### src/rtl/entropy_sequencer.sv
// Frame/MCU sequencer in front of the JPEG entropy coder: registers the coefficient-pair
// stream and generates the pair index, component select and last-MCU sideband.
module entropy_sequencer #(
    parameter int Y_BLOCKS = 4,
    parameter int MCU_W    = 16
) (
    input  logic                    clk,
    input  logic                    resetn,
    input  logic                    frame_start,
    input  logic                    frame_abort,
    input  logic [MCU_W-1:0]        mcu_total,
    input  logic signed [1:0][10:0] in_q,
    input  logic                    in_valid,
    output logic                    in_hold,
    output logic signed [1:0][10:0] q,
    output logic                    q_valid,
    input  logic                    q_hold,
    output logic [4:0]              q_cnt,
    output logic [1:0]              q_chroma,
    output logic                    q_last_mcu,
    output logic                    busy,
    output logic                    frame_done,
    output logic                    start_err
);

    typedef enum logic [1:0] {IDLE, RUN, FLUSH} state_t;

    localparam logic [2:0]       BLK_CB   = 3'(Y_BLOCKS);
    localparam logic [2:0]       BLK_LAST = 3'(Y_BLOCKS + 1);
    localparam logic [MCU_W-1:0] MCU_ONE  = {{(MCU_W-1){1'b0}}, 1'b1};

    state_t                  state_q, state_d;
    logic [4:0]              pair_q, pair_d;
    logic [2:0]              blk_q, blk_d;
    logic [MCU_W-1:0]        mcu_q, mcu_d;
    logic [MCU_W-1:0]        total_q, total_d;
    logic [MCU_W-1:0]        total_m1;
    logic signed [1:0][10:0] data_q, data_d;
    logic                    valid_q, valid_d;
    logic [4:0]              cnt_q, cnt_d;
    logic [1:0]              chroma_q, chroma_d;
    logic                    last_q, last_d;
    logic                    start_err_q, start_err_d;
    logic                    frame_done_q, frame_done_d;

    logic in_xfer;
    logic out_xfer;
    logic load_en;
    logic start_ok;
    logic pair_wrap;
    logic blk_wrap;
    logic last_pair;

    assign total_m1  = total_q - MCU_ONE;
    assign load_en   = !valid_q || !q_hold;
    assign in_xfer   = in_valid && !in_hold;
    assign out_xfer  = valid_q && !q_hold;
    assign start_ok  = frame_start && !frame_abort && (state_q == IDLE) && (mcu_total != '0);
    assign pair_wrap = (pair_q == 5'd31);
    assign blk_wrap  = (blk_q == BLK_LAST);
    assign last_pair = pair_wrap && blk_wrap && (mcu_q == total_m1);

    always_ff @(posedge clk or negedge resetn) begin
        if (!resetn) begin
            state_q <= IDLE;
        end else begin
            state_q <= state_d;
        end
    end

    always_comb begin
        state_d = state_q;
        unique case (state_q)
            IDLE:    if (start_ok) state_d = RUN;
            RUN:     if (in_xfer && last_pair) state_d = FLUSH;
            FLUSH:   if (out_xfer) state_d = IDLE;
            default: state_d = IDLE;
        endcase
        if (frame_abort) state_d = IDLE;
    end

    always_comb begin
        busy    = (state_q != IDLE);
        in_hold = (state_q != RUN) || (valid_q && q_hold);
    end

    always_comb begin
        pair_d       = pair_q;
        blk_d        = blk_q;
        mcu_d        = mcu_q;
        total_d      = total_q;
        data_d       = data_q;
        valid_d      = valid_q;
        cnt_d        = cnt_q;
        chroma_d     = chroma_q;
        last_d       = last_q;
        start_err_d  = start_err_q;
        frame_done_d = 1'b0;

        if (frame_start && !frame_abort) begin
            if (start_ok) begin
                start_err_d = 1'b0;
                total_d     = mcu_total;
                pair_d      = '0;
                blk_d       = '0;
                mcu_d       = '0;
            end else begin
                start_err_d = 1'b1;
            end
        end

        // Counters advance on accepted input; the final pair leaves them cleared for the next frame.
        if (in_xfer) begin
            if (last_pair) begin
                pair_d = '0;
                blk_d  = '0;
                mcu_d  = '0;
            end else begin
                pair_d = pair_q + 5'd1;
                if (pair_wrap) begin
                    if (blk_wrap) begin
                        blk_d = '0;
                        mcu_d = mcu_q + MCU_ONE;
                    end else begin
                        blk_d = blk_q + 3'd1;
                    end
                end
            end
        end

        if (load_en) begin
            valid_d = in_xfer;
            if (in_xfer) begin
                data_d   = in_q;
                cnt_d    = pair_q;
                chroma_d = (blk_q < BLK_CB) ? 2'd0 : ((blk_q == BLK_CB) ? 2'd1 : 2'd2);
                last_d   = (mcu_q == total_m1);
            end
        end

        if ((state_q == FLUSH) && out_xfer && !frame_abort) frame_done_d = 1'b1;

        if (frame_abort) begin
            valid_d = 1'b0;
            pair_d  = '0;
            blk_d   = '0;
            mcu_d   = '0;
        end
    end

    always_ff @(posedge clk or negedge resetn) begin
        if (!resetn) begin
            pair_q       <= '0;
            blk_q        <= '0;
            mcu_q        <= '0;
            total_q      <= '0;
            data_q       <= '0;
            valid_q      <= 1'b0;
            cnt_q        <= '0;
            chroma_q     <= '0;
            last_q       <= 1'b0;
            start_err_q  <= 1'b0;
            frame_done_q <= 1'b0;
        end else begin
            pair_q       <= pair_d;
            blk_q        <= blk_d;
            mcu_q        <= mcu_d;
            total_q      <= total_d;
            data_q       <= data_d;
            valid_q      <= valid_d;
            cnt_q        <= cnt_d;
            chroma_q     <= chroma_d;
            last_q       <= last_d;
            start_err_q  <= start_err_d;
            frame_done_q <= frame_done_d;
        end
    end

    assign q          = data_q;
    assign q_valid    = valid_q;
    assign q_cnt      = cnt_q;
    assign q_chroma   = chroma_q;
    assign q_last_mcu = last_q;
    assign frame_done = frame_done_q;
    assign start_err  = start_err_q;

endmodule

### config.mk
export PLATFORM = sky130hd
export DESIGN_NAME = entropy_sequencer
export DESIGN_NICKNAME = d
export VERILOG_FILES = /design/src/rtl/entropy_sequencer.sv
export SDC_FILE = /design/constraint.sdc
export NUM_CORES = 1
export LEC_CHECK = 0
export ABC_AREA = 0
export CORE_ASPECT_RATIO = 1.25
export CORE_MARGIN = 2
export CORE_UTILIZATION = 40
export DETAILED_ROUTE_END_ITERATION = 8
export DONT_BUFFER_PORTS = 1
export REMOVE_ABC_BUFFERS = 1
export SLEW_MARGIN = 40
export SYNTH_ARGS = -nofsm -noshare
export SYNTH_HDL_FRONTEND = slang
export SYNTH_SLANG_ARGS = --single-unit
### constraint.sdc
create_clock -name clk -period 3.7 [get_ports clk]
set_clock_uncertainty 0.2 [all_clocks]
set_input_delay 0.74 -clock clk [delete_from_list [all_inputs] [get_ports clk]]
set_output_delay 0.74 -clock clk [all_outputs]
set_load 0.03 [all_outputs]
After elaboration in Yosys (flattened, before gate mapping) --
Cells that the tools add are included. Widths: inputs -> output; s select.
Operators by class: shift-type cells 0, muxes and demuxes 30, bitwise logic cells 0, $lt $le $gt $ge 1, divide/modulo/power cells 0, reductions and logical operators 27, $add $sub $neg 4, equal/unequal tests 10, multiply operators 0
Operators by type and width (number):
- $mux 16 | 7
- $mux 5 | 5
- $mux 3 | 7
- $add 16x1->16 const B | 1
- $eq 16x16->1 | 1
- $reduce_bool 16->1 | 1
- $sub 16x1->16 const B | 1
- $mux 2 | 6
- $logic_and 1x1->1 | 11
- $ne 3x3->1 const B | 3
- $eq 3x3->1 const B | 2
- $pmux 2 s3 | 1
- $reduce_and 2->1 | 3
- $reduce_bool 3->1 | 2
- $add 5x1->5 const B | 1
- $eq 5x5->1 const B | 1
- $logic_not 1->1 | 4
- $mux 1 | 4
- $reduce_bool 2->1 | 2
- $add 3x1->3 const B | 1
- $lt 3x3->1 const B | 1
- $reduce_and 3->1 | 1
- $eq 2x1->1 const B | 1
- $eq 2x2->1 const B | 1
- other kinds (3) | 4
Storage, ports and cells: memories kept 0, word-level logic and storage cells 85, memory bits (writable) 0, bits in read-only memories 0, latch bits 0, input bits 44, flip-flop bits (word level) 75

Logic depth before layout (Yosys ltp) --
Gate-level depths: netlist of the first run.
word-level depth 11, depth in mapped cells 11

Worst setup path before layout of the first run --
No wires, ideal clock.
path kind register -> register, from register total_q[0], to register mcu_q[4], required time 3.423 ns, clock period less this slack 2.835 ns, stages on the path, launching flop included 12, path buffers 1, setup slack 0.865 ns, arrival time 2.558 ns, path through dfrtp_1 inv_1 ha_1 or3b_2 or4_1 o2111a_1 o211ai_1 nor4_4 a31oi_2 buf_2 o21ai_0 a21oi_1
On the way: longest elaborated chain between the ends 6
RTL lines:
- start: declaration | RTL line 36 | logic [MCU_W-1:0] total_q, total_d;
- start signal: assignment | RTL line 168 | total_q <= total_d;
- $sub 16x1->16 | RTL line 54 | assign total_m1 = total_q - MCU_ONE;
- $eq 16x16->1 | RTL line 61 | assign last_pair = pair_wrap && blk_wrap && (mcu_q == total_m1);
- $logic_and 1x1->1 | RTL line 61
- $mux 16 | RTL line 114 | if (last_pair) begin
- $mux 16 | RTL line 113 | if (in_xfer) begin
- $mux 16 | RTL line 143 | if (frame_abort) begin
- net mcu_d[4] | RTL line 35 | logic [MCU_W-1:0] mcu_q, mcu_d;
- end signal: assignment | RTL line 167 | mcu_q <= mcu_d;
- end: declaration | RTL line 35
The timed path passes the listed nets, and every way through them passes these cells. A chain may end at the register's enable or synchronous reset.

Worst setup path in the final report of the first run --
from register total_q[0], to register mcu_q[5]
The elaborated chain is that of the path after synthesis.

==> results of run 1 <==
## flip-flops by register name, indices dropped and copies added (netlist names)
signal,flops
state_q,2
total_q,16
q,22
frame_done,1
start_err,1
pair_q,5
mcu_q,16
q_last_mcu,1
blk_q,3
q_cnt,5
q_chroma,2
q_valid,1
## per-layer routing
layer	vias to the layer above	share of wire, %	GRT usage (%)	routed length (um)
li1	1445	-	-	-
met1	1397	43	20.2	3630
met5	-	0	0	0
met3	14	6.4	5.81	539
met4	0	2.0	5.97	166
met2	89	49	27.3	4100
## power groups by stage
stage / Sequential [mW] / Clock [mW] / Combinational [mW]
after floorplan: 1.15 / 0 / 0.242
after global placement: 1.18 / 0 / 0.279
after detailed placement: 1.18 / 0 / 0.294
after CTS: 1.17 / 0.872 / 0.311
after global routing: 1.19 / 0.913 / 0.346
final: 1.17 / 0.850 / 0.307
## cell usage in the layout (no fill, tap or decap), types with 2 or more instances in the layout
cell type | synthesis | routed
a21oi_1 | 20 | 20
a31oi_1 | 2 | 2
and2_1 | 2 | 2
and3_1 | 6 | 6
and4_1 | 3 | 3
buf_4 | 0 | 4
clkbuf_16 | 0 | 9
clkinv_2 | 0 | 2
clkinvlp_4 | 0 | 2
dfrtp_1 | 75 | 75
ha_1 | 4 | 4
inv_1 | 6 | 6
mux2_2 | 16 | 16
nand2_1 | 120 | 119
nand2_2 | 1 | 2
nand2b_1 | 8 | 8
nand3_1 | 17 | 17
nand3b_1 | 3 | 3
nand4_1 | 5 | 5
nand4b_1 | 2 | 2
nor2_1 | 17 | 17
nor2b_1 | 9 | 9
nor3_1 | 4 | 4
nor3b_1 | 3 | 3
nor4_1 | 10 | 10
nor4b_1 | 2 | 2
o21a_1 | 2 | 2
o21ai_0 | 10 | 10
o21ai_1 | 10 | 10
o31ai_1 | 2 | 2
or4_1 | 2 | 2
xnor2_1 | 13 | 13
xor2_1 | 11 | 11
## area by class of cell
class	instances	area (um2)	share of cell area, %
clock buffer	10	229	5.36
clock inverter	5	55.1	1.29
inverter	6	22.5	0.527
multi-input combinational	323	1880	43.9
sequential	75	1880	43.9
tap	126	158	3.69
timing repair buffer	5	57.6	1.35
## worst max-delay path by stage
stage                      endpoint  depth (start not counted)          from  slack (ps)
after detailed placement   mcu_q[5]                         10    total_q[0]         490
final                      mcu_q[5]                         10    total_q[0]         490
after global placement     mcu_q[5]                         10    total_q[0]         580
after global routing       mcu_q[5]                         10    total_q[0]         110
after CTS                  mcu_q[5]                         10    total_q[0]         460
after floorplan           pair_q[1]                          5  mcu_total[2]         370
## metrics by stage
| step | cell area, um2 | utilization (%) | hold WS, ps |
|---|---|---|---|
| floorplan | 3770 | - | 244 |
| global placement | 3960 | 41.6 | 248 |
| detailed placement | 3960 | 41.7 | 249 |
| CTS | 4270 | 44.9 | 105 |
| global route | 4270 | 44.9 | 109 |
| finish | 4270 | 44.9 | 98.6 |
## cells by family after synthesis
family,after synthesis
flops,75
xor+xnor,24
fa+ha+maj,4
mux,17
simple gates,219
compound gates,59
buf+inv,24
==> results.json, run 1 <==
{
  "status": "complete, no violations",
  "worstReg2RegStart": "total_q[0]",
  "worstPathCellList": "inv_1 -> ha_1 -> or3b_2 -> nor4_1 -> nand2b_1 -> a211o_1 -> nand3_1 -> a31oi_2 -> o21ai_0 -> a21oi_1",
  "ys_types": 51,
  "synth.top_cell.area_share_pct": 48.7,
  "io-pin-count": 79,
  "clk_pin_slew_worst_paths_ps": 60,
  "vdd_drop_max_uv": 278,
  "synth_seq_cells": 75,
  "arrival_ps": 3270,
  "p_total_mw": 2.33,
  "yosysSeqAreaShare_pct": 48.7,
  "viasPerCell": 5.35,
  "synth.area.top_cells": "dfrtp_1, nand2_1, mux2_2",
  "grt_max_degree": 76,
  "worst_setup_path_start_kind": "register",
  "ctsResizeCount": 0,
  "cts_root_buf": "clkbuf_16",
  "ys.flop_type": "dfrtp_1",
  "synth_top_family_by_area": "simple AND/OR/NAND/NOR gates",
  "reg2reg_slack_ps": 490,
  "maxSlewViolCount": 0,
  "final_hold_viol_count": 0,
  "grt_pass1_vias": 2878,
  "synth_compound_area_share_pct": 9.55,
  "worstPathMaxFanout": 13,
  "drcViolationCount": 0,
  "rr_endpoint": "mcu_q[5]",
  "setup_viol": 0,
  "instances_no_fill": 550,
  "placementRows": 40,
  "dp_hpwl_um": 5800,
  "power_frac_clock_pct": 36.5,
  "drt-initial-drc-count": 174,
  "fmax_ghz": 0.311,
  "synth_most_common_cell": "nand2_1",
  "switching_share_pct": 32.2,
  "synth_edf_count": 0,
  "antenna_found_initial": 0,
  "dp_slack_ps": 491,
  "yosysTopAreaCell": "dfrtp_1",
  "tightest_slew_ps": 606,
  "synthAdderAreaFrac_pct": 1.30,
  "die_y_um": 114,
  "p_sw_mw": 0.751,
  "power_density_nw_per_um2": 545,
  "slowest_delay_ps": 540,
  "p_comb_share_pct": 13.2,
  "place_inst": 534,
  "coreArea_um2": 9510,
  "crit_family": "simple AND/OR/NAND/NOR gates",
  "post_drt_wl_per_cell_um": 15.3,
  "htreeDepth": 3,
  "cp_slowest_cell": "a31oi_2",
  "hold_path_class": "input pin to asynchronous set/reset pin",
  "clkSinkCount": 75,
  "r2r_cells": 10,
  "power_leakage_nw": 1.88,
  "async_reset_ff_share_pct": 100,
  "fin_ws_ps": 487,
  "synth_xor_xnor_area_share_pct": 5.46,
  "worst_skew_pair.late_latency_ps": 330,
  "die_area_um2": 10400,
  "io_buffers": 0,
  "postSynthCellCount": 422,
  "place.gp.congestion": 0.761,
  "rsz0062_at_grt": "no",
  "grt_pass1_wl_um": 13700,
  "fillers": 928,
  "nets": 468,
  "fin_crit_ps": 3210,
  "synthTopCellsByCount": "nand2_1, dfrtp_1, a21oi_1",
  "cap_violations": 0,
  "end_kind": "register",
  "start_util_pct": 40.5,
  "dr.pass1.iters": 4,
  "syn_to_final_growth_pct": 11.0,
  "vias": 2945,
  "n_antenna_cell": 0,
  "setup_tns_ps": 0,
  "grt_remaining_overflow": 0,
  "worstPathRequired_ps": 3760,
  "cts-buffers-inserted": 9,
  "worst-setup-path-type": "register to register",
  "clockBufferDepth": 2,
  "netlist_area_um2": 3850,
  "yosys_warnings": 0,
  "synth-simple-area-share_pct": 27.4,
  "p_int_mw": 1.58,
  "cts_tree": "done",
  "seqPwrFrac_pct": 50.4,
  "drive_above_1_share_pct": 10.1,
  "drt-total-wl_um": 8430,
  "ant_nets": 0,
  "slew_headroom_pct": 59.5,
  "worst-path-buf-inv": 1,
  "postCtsSetupBuffers": 0,
  "syn_area_per_cell_um2": 9.12,
  "synthMuxAreaShare_pct": 4.94,
  "postCtsHoldBufs": 1,
  "period_share_pct": 86.8,
  "die_x_um": 91.8,
  "grt_usage_pct": 16.6
}
Note: power is estimated with default switching activity, not from simulation.
==> run 2: changes to the inputs <==
--- a/config.mk
+++ b/config.mk
@@ -11,7 +11,6 @@
 export CORE_UTILIZATION = 40
 export DETAILED_ROUTE_END_ITERATION = 8
 export DONT_BUFFER_PORTS = 1
-export REMOVE_ABC_BUFFERS = 1
 export SLEW_MARGIN = 40
 export SYNTH_ARGS = -nofsm -noshare
 export SYNTH_HDL_FRONTEND = slang
==> results.json, run 2 (same netlist as run 1, synthesis figures left out) <==
{
  "dr.pass1.iters": 4,
  "p_int_mw": 1.58,
  "globalRouteMet2Util_pct": 28.5,
  "hold-worst-slack_ps": 82.3,
  "period_share_pct": 88.2,
  "die_y_um": 114,
  "clkSinkCount": 75,
  "tightest_slew_ps": 838,
  "grt_usage_pct": 16.9,
  "grt_util_met3_pct": 4.16,
  "fmax_ghz": 0.306,
  "grt_max_degree": 76,
  "io-pin-count": 79,
  "end_kind": "register",
  "grt_pass1_wl_um": 14000,
  "syn_nets": 470,
  "cts_root_buf": "clkbuf_16",
  "viasPerCell": 5.40,
  "slew_headroom_pct": 43.6,
  "seq_area_um2": 1880,
  "worst-setup-path-type": "register to register",
  "placementRows": 40,
  "cap_violations": 0,
  "p_sw_mw": 0.755,
  "n_antenna_cell": 0,
  "setup_viol": 0,
  "grt_pass1_vias": 2914,
  "largest_reg_flops": 22,
  "postCtsSetupBuffers": 0,
  "grtUsageMet1_pct": 20.4,
  "worst_skew_pair.late_latency_ps": 330,
  "seqPwrFrac_pct": 50.1,
  "switching_share_pct": 32.3,
  "drt-initial-drc-count": 121,
  "worstPathRequired_ps": 3760,
  "clockBufferDepth": 2,
  "maxSlewViolCount": 0,
  "dp_hpwl_um": 5830,
  "layout_commonest_cell": "nand2_1",
  "antenna_found_initial": 0,
  "final_cell_mix": "nand2_1, dfrtp_1, a21oi_1",
  "vias": 2969,
  "place.gp.congestion": 0.793,
  "start_util_pct": 40.5,
  "power_leakage_nw": 1.88,
  "grt_most_used_layer": "met2",
  "setup_tns_ps": 0,
  "io_buffers": 0,
  "cts_tree": "done",
  "grt_remaining_overflow": 0,
  "final_hold_viol_count": 0,
  "drive_above_1_share_pct": 10.1,
  "ant_nets": 0,
  "multiInputGateArea_um2": 1880,
  "post_drt_wl_per_cell_um": 15.3,
  "vdd_drop_max_uv": 327,
  "die_x_um": 91.8,
  "drt-total-wl_um": 8390,
  "status": "complete, no violations",
  "worst_setup_path_start_kind": "register",
  "drcViolationCount": 0,
  "die_area_um2": 10400,
  "fillers": 932,
  "syn_to_final_growth_pct": 11.1,
  "power_density_nw_per_um2": 547,
  "coreArea_um2": 9510,
  "nets": 467,
  "power_frac_clock_pct": 36.9,
  "hold_path_class": "input pin to asynchronous set/reset pin",
  "htreeDepth": 3,
  "cts-buffers-inserted": 9,
  "arrival_ps": 3320,
  "fin_crit_ps": 3260,
  "rsz0062_at_grt": "no",
  "p_comb_share_pct": 13.0,
  "clk_pin_slew_worst_paths_ps": 60,
  "worstPathMaxFanout": 13
}
-- run 2: cell types whose count changed in the layout (fill, tap and decap cells not counted) --
cell        previous run  this run
buf_4                  4         3
clkinv_2               2         1
clkinv_4               0         1
clkinvlp_4             2         3
-- run 2: worst paths after layout --
check	from	cells past startpoint	slack, ps	endpoint
max in group asynchronous	resetn	1	2880	q_last_mcu
min in group clk	frame_abort	1	270	blk_q[2]
worst min-delay path	resetn	1	80	mcu_q[13]
worst min register to register	state_q[0]	1	290	frame_done
worst max-delay path	total_q[0]	10	440	mcu_q[5]
worst max register to register	total_q[0]	10	440	mcu_q[5]
-- run 2: layout make-up --
class	count	share of cell area, %
repair buffers	4	1.17
well taps	126	3.69
clock inverters	6	1.55
clock buffers	10	5.35
flip-flops and latches	75	43.9
multi-input cells	323	43.8
inverters	6	0.526
-- run 2: power groups by stage --
stage / Sequential [mW] / Clock (mW) / Combinational [mW]
after floorplan: 1.14 / 0 / 0.267
after global placement: 1.18 / 0 / 0.278
after detailed placement: 1.18 / 0 / 0.290
after CTS: 1.17 / 0.888 / 0.309
after global routing: 1.19 / 0.920 / 0.348
final: 1.17 / 0.862 / 0.304
-- run 2: worst max-delay path, stage by stage (launching register included) --
cell      delay [ps]
dfrtp_1          420
inv_1             80
ha_1             200
or3b_2           520
nor4_1           400
nand2b_1         190
a211o_1          120
nand3_1          130
a31oi_2          580
o21ai_0          190
a21oi_1          160
-- run 2: layer usage --
layer  vias to the layer above  wire (um)
li1                       1444          -
met1                      1428       3660
met2                        88       4090
met3                         9        522
met4                         0        121
met5                         -          0
-- run 2: per-stage QoR --
step                total power [mW]  std cells  utilization [%]  instance area (um2)  setup WS, ps
CTS                             2.37        550             45.0                 4280           438
global placement                1.46        533             41.6                 3950           597
global route                    2.46        550             45.0                 4280          61.9
finish                          2.34        550             45.0                 4280           435
detailed placement              1.47        533             41.6                 3960           445
floorplan                       1.41        422                -                 3850           865
-- run 2: timing repair --
action	in CTS	in global routing
hold buffers	1	0
gates resized for setup	0	0
hold endpoints to repair	75	0
==> run 3: changes to the inputs <==
--- a/config.mk
+++ b/config.mk
@@ -8,9 +8,10 @@
 export ABC_AREA = 0
 export CORE_ASPECT_RATIO = 1.25
 export CORE_MARGIN = 2
-export CORE_UTILIZATION = 40
+export CORE_UTILIZATION = 62
 export DETAILED_ROUTE_END_ITERATION = 8
 export DONT_BUFFER_PORTS = 1
+export PLACE_DENSITY = 0.78
 export SLEW_MARGIN = 40
 export SYNTH_ARGS = -nofsm -noshare
 export SYNTH_HDL_FRONTEND = slang
==> results.json, run 3 (same netlist as run 1, synthesis figures left out) <==
{
  "hold_path_class": "input pin to asynchronous set/reset pin",
  "fin_crit_ps": 3270,
  "clockBufferDepth": 2,
  "syn_to_final_growth_pct": 7.38,
  "instances_no_fill": 509,
  "grt_usage_pct": 24.7,
  "p_int_mw": 1.39,
  "place_inst": 492,
  "syn_nets": 470,
  "p_comb_share_pct": 14.4,
  "grt_pass1_vias": 2897,
  "ant_nets": 0,
  "reg2reg_slack_ps": 430,
  "crit_family": "simple AND/OR/NAND/NOR gates",
  "worstPathMaxFanout": 13,
  "arrival_ps": 3340,
  "postCtsSetupBuffers": 0,
  "htreeDepth": 3,
  "start_util_pct": 63.3,
  "drt-total-wl_um": 7870,
  "coreArea_um2": 6090,
  "n_antenna_cell": 0,
  "drcViolationCount": 0,
  "r2r_cells": 10,
  "cp_slowest_cell": "a31oi_2",
  "worstPathRequired_ps": 3770,
  "clkSinkCount": 75,
  "clk_pin_slew_worst_paths_ps": 80,
  "dr.pass1.iters": 4,
  "dp_hpwl_um": 5480,
  "worstPathCellList": "inv_1 -> ha_1 -> or3b_2 -> nor4_1 -> nand2b_1 -> a211o_1 -> nand3_1 -> a31oi_2 -> o21ai_0 -> a21oi_1",
  "post-route-cell-area_um2": 4130,
  "drt-initial-drc-count": 142,
  "place.gp.congestion": 0.834,
  "worst_skew_pair.late_latency_ps": 350,
  "p_sw_mw": 0.724,
  "ctsResizeCount": 0,
  "fmax_ghz": 0.306,
  "placementRows": 32,
  "grt_pass1_wl_um": 13100,
  "period_share_pct": 88.4,
  "power_leakage_nw": 1.85,
  "placed_cell_area_um2": 3900,
  "power_density_nw_per_um2": 511,
  "fin_util_pct": 67.9,
  "slowest_delay_ps": 530,
  "worstReg2RegStart": "total_q[0]",
  "cts_tree": "done",
  "cap_violations": 0,
  "layout_commonest_cell": "nand2_1",
  "vdd_drop_max_uv": 369,
  "power_frac_clock_pct": 30.2,
  "worst-path-buf-inv": 1,
  "fin_ws_ps": 427,
  "die_area_um2": 6860,
  "post_drt_wl_per_cell_um": 15.5,
  "worst_setup_path_start_kind": "register",
  "vias": 2977,
  "dp_slack_ps": 457,
  "tightest_slew_ps": 826,
  "grt_max_degree": 76,
  "viasPerCell": 5.85,
  "end_kind": "register",
  "grt_remaining_overflow": 0,
  "cts-buffers-inserted": 9,
  "setup_viol": 0,
  "switching_share_pct": 34.2,
  "antenna_found_initial": 0,
  "rsz0062_at_grt": "no",
  "drive_above_1_share_pct": 10.4,
  "die_y_um": 92.1,
  "largest_reg_flops": 22,
  "final_cell_mix": "nand2_1, dfrtp_1, a21oi_1",
  "seqPwrFrac_pct": 55.4,
  "io_buffers": 0,
  "cts_root_buf": "clkbuf_8",
  "final_hold_viol_count": 0,
  "die_x_um": 74.5,
  "rr_endpoint": "mcu_q[4]",
  "status": "complete, no violations",
  "nets": 467,
  "maxSlewViolCount": 0,
  "worst-setup-path-type": "register to register",
  "slew_headroom_pct": 44.4,
  "setup_tns_ps": 0,
  "io-pin-count": 79
}
==> run 3: cell types whose count changed in the layout (fill, tap and decap cells not counted), sizes merged <==
cell / previous run / this run
clkinvlp: 3 / 1
clkinv: 2 / 4
==> run 3: power groups by stage <==
stage,clock (mW),combinational (mW),sequential (mW)
finish,0.640,0.304,1.17
global route,0.685,0.347,1.19
CTS,0.650,0.307,1.17
detailed placement,0,0.288,1.18
global placement,0,0.275,1.18
floorplan,0,0.267,1.14
==> run 3: cell type report <==
class,instances,area (um2)
clock buffers,10,138
multi-input cells,323,1880
fillers,507,1950
well taps,85,106
clock inverters,6,65.1
repair buffers,4,50.0
inverters,6,22.5
flip-flops and latches,75,1880
==> run 3: routing by layer <==
metal  track usage [%]  routed length (um)  vias to the layer above
met1              30.8                3350                     1434
met3              7.91                 452                       16
li1                  -                   -                     1442
met5                 0                   0                        -
met4              10.6                 166                        0
met2              38.9                3910                       85
==> run 3: what timing repair did <==
item,in CTS,in global routing
endpoints found under the hold margin,75,0
hold buffers,1,0
endpoints found under the setup margin,0,0
==> run 3: through the flow <==
stage / power (mW) / hold WS, ps
4_1_cts: 2.13 / 84.9
6_report: 2.11 / 55.8
2_1_floorplan: 1.41 / 244
5_1_grt: 2.22 / 96.9
3_3_place_gp: 1.46 / 248
3_5_place_dp: 1.47 / 247
==> run 3: how the worst max path moves through the flow <==
stage                          start  endpoint  slack, ps  cells past startpoint
after global routing      total_q[0]  mcu_q[4]        110                     10
after floorplan           total_q[0]  mcu_q[4]        860                     11
after global placement    total_q[0]  mcu_q[5]        620                     10
after CTS                 total_q[0]  mcu_q[4]        450                     10
final                     total_q[0]  mcu_q[4]        430                     10
after detailed placement  total_q[0]  mcu_q[4]        460                     10
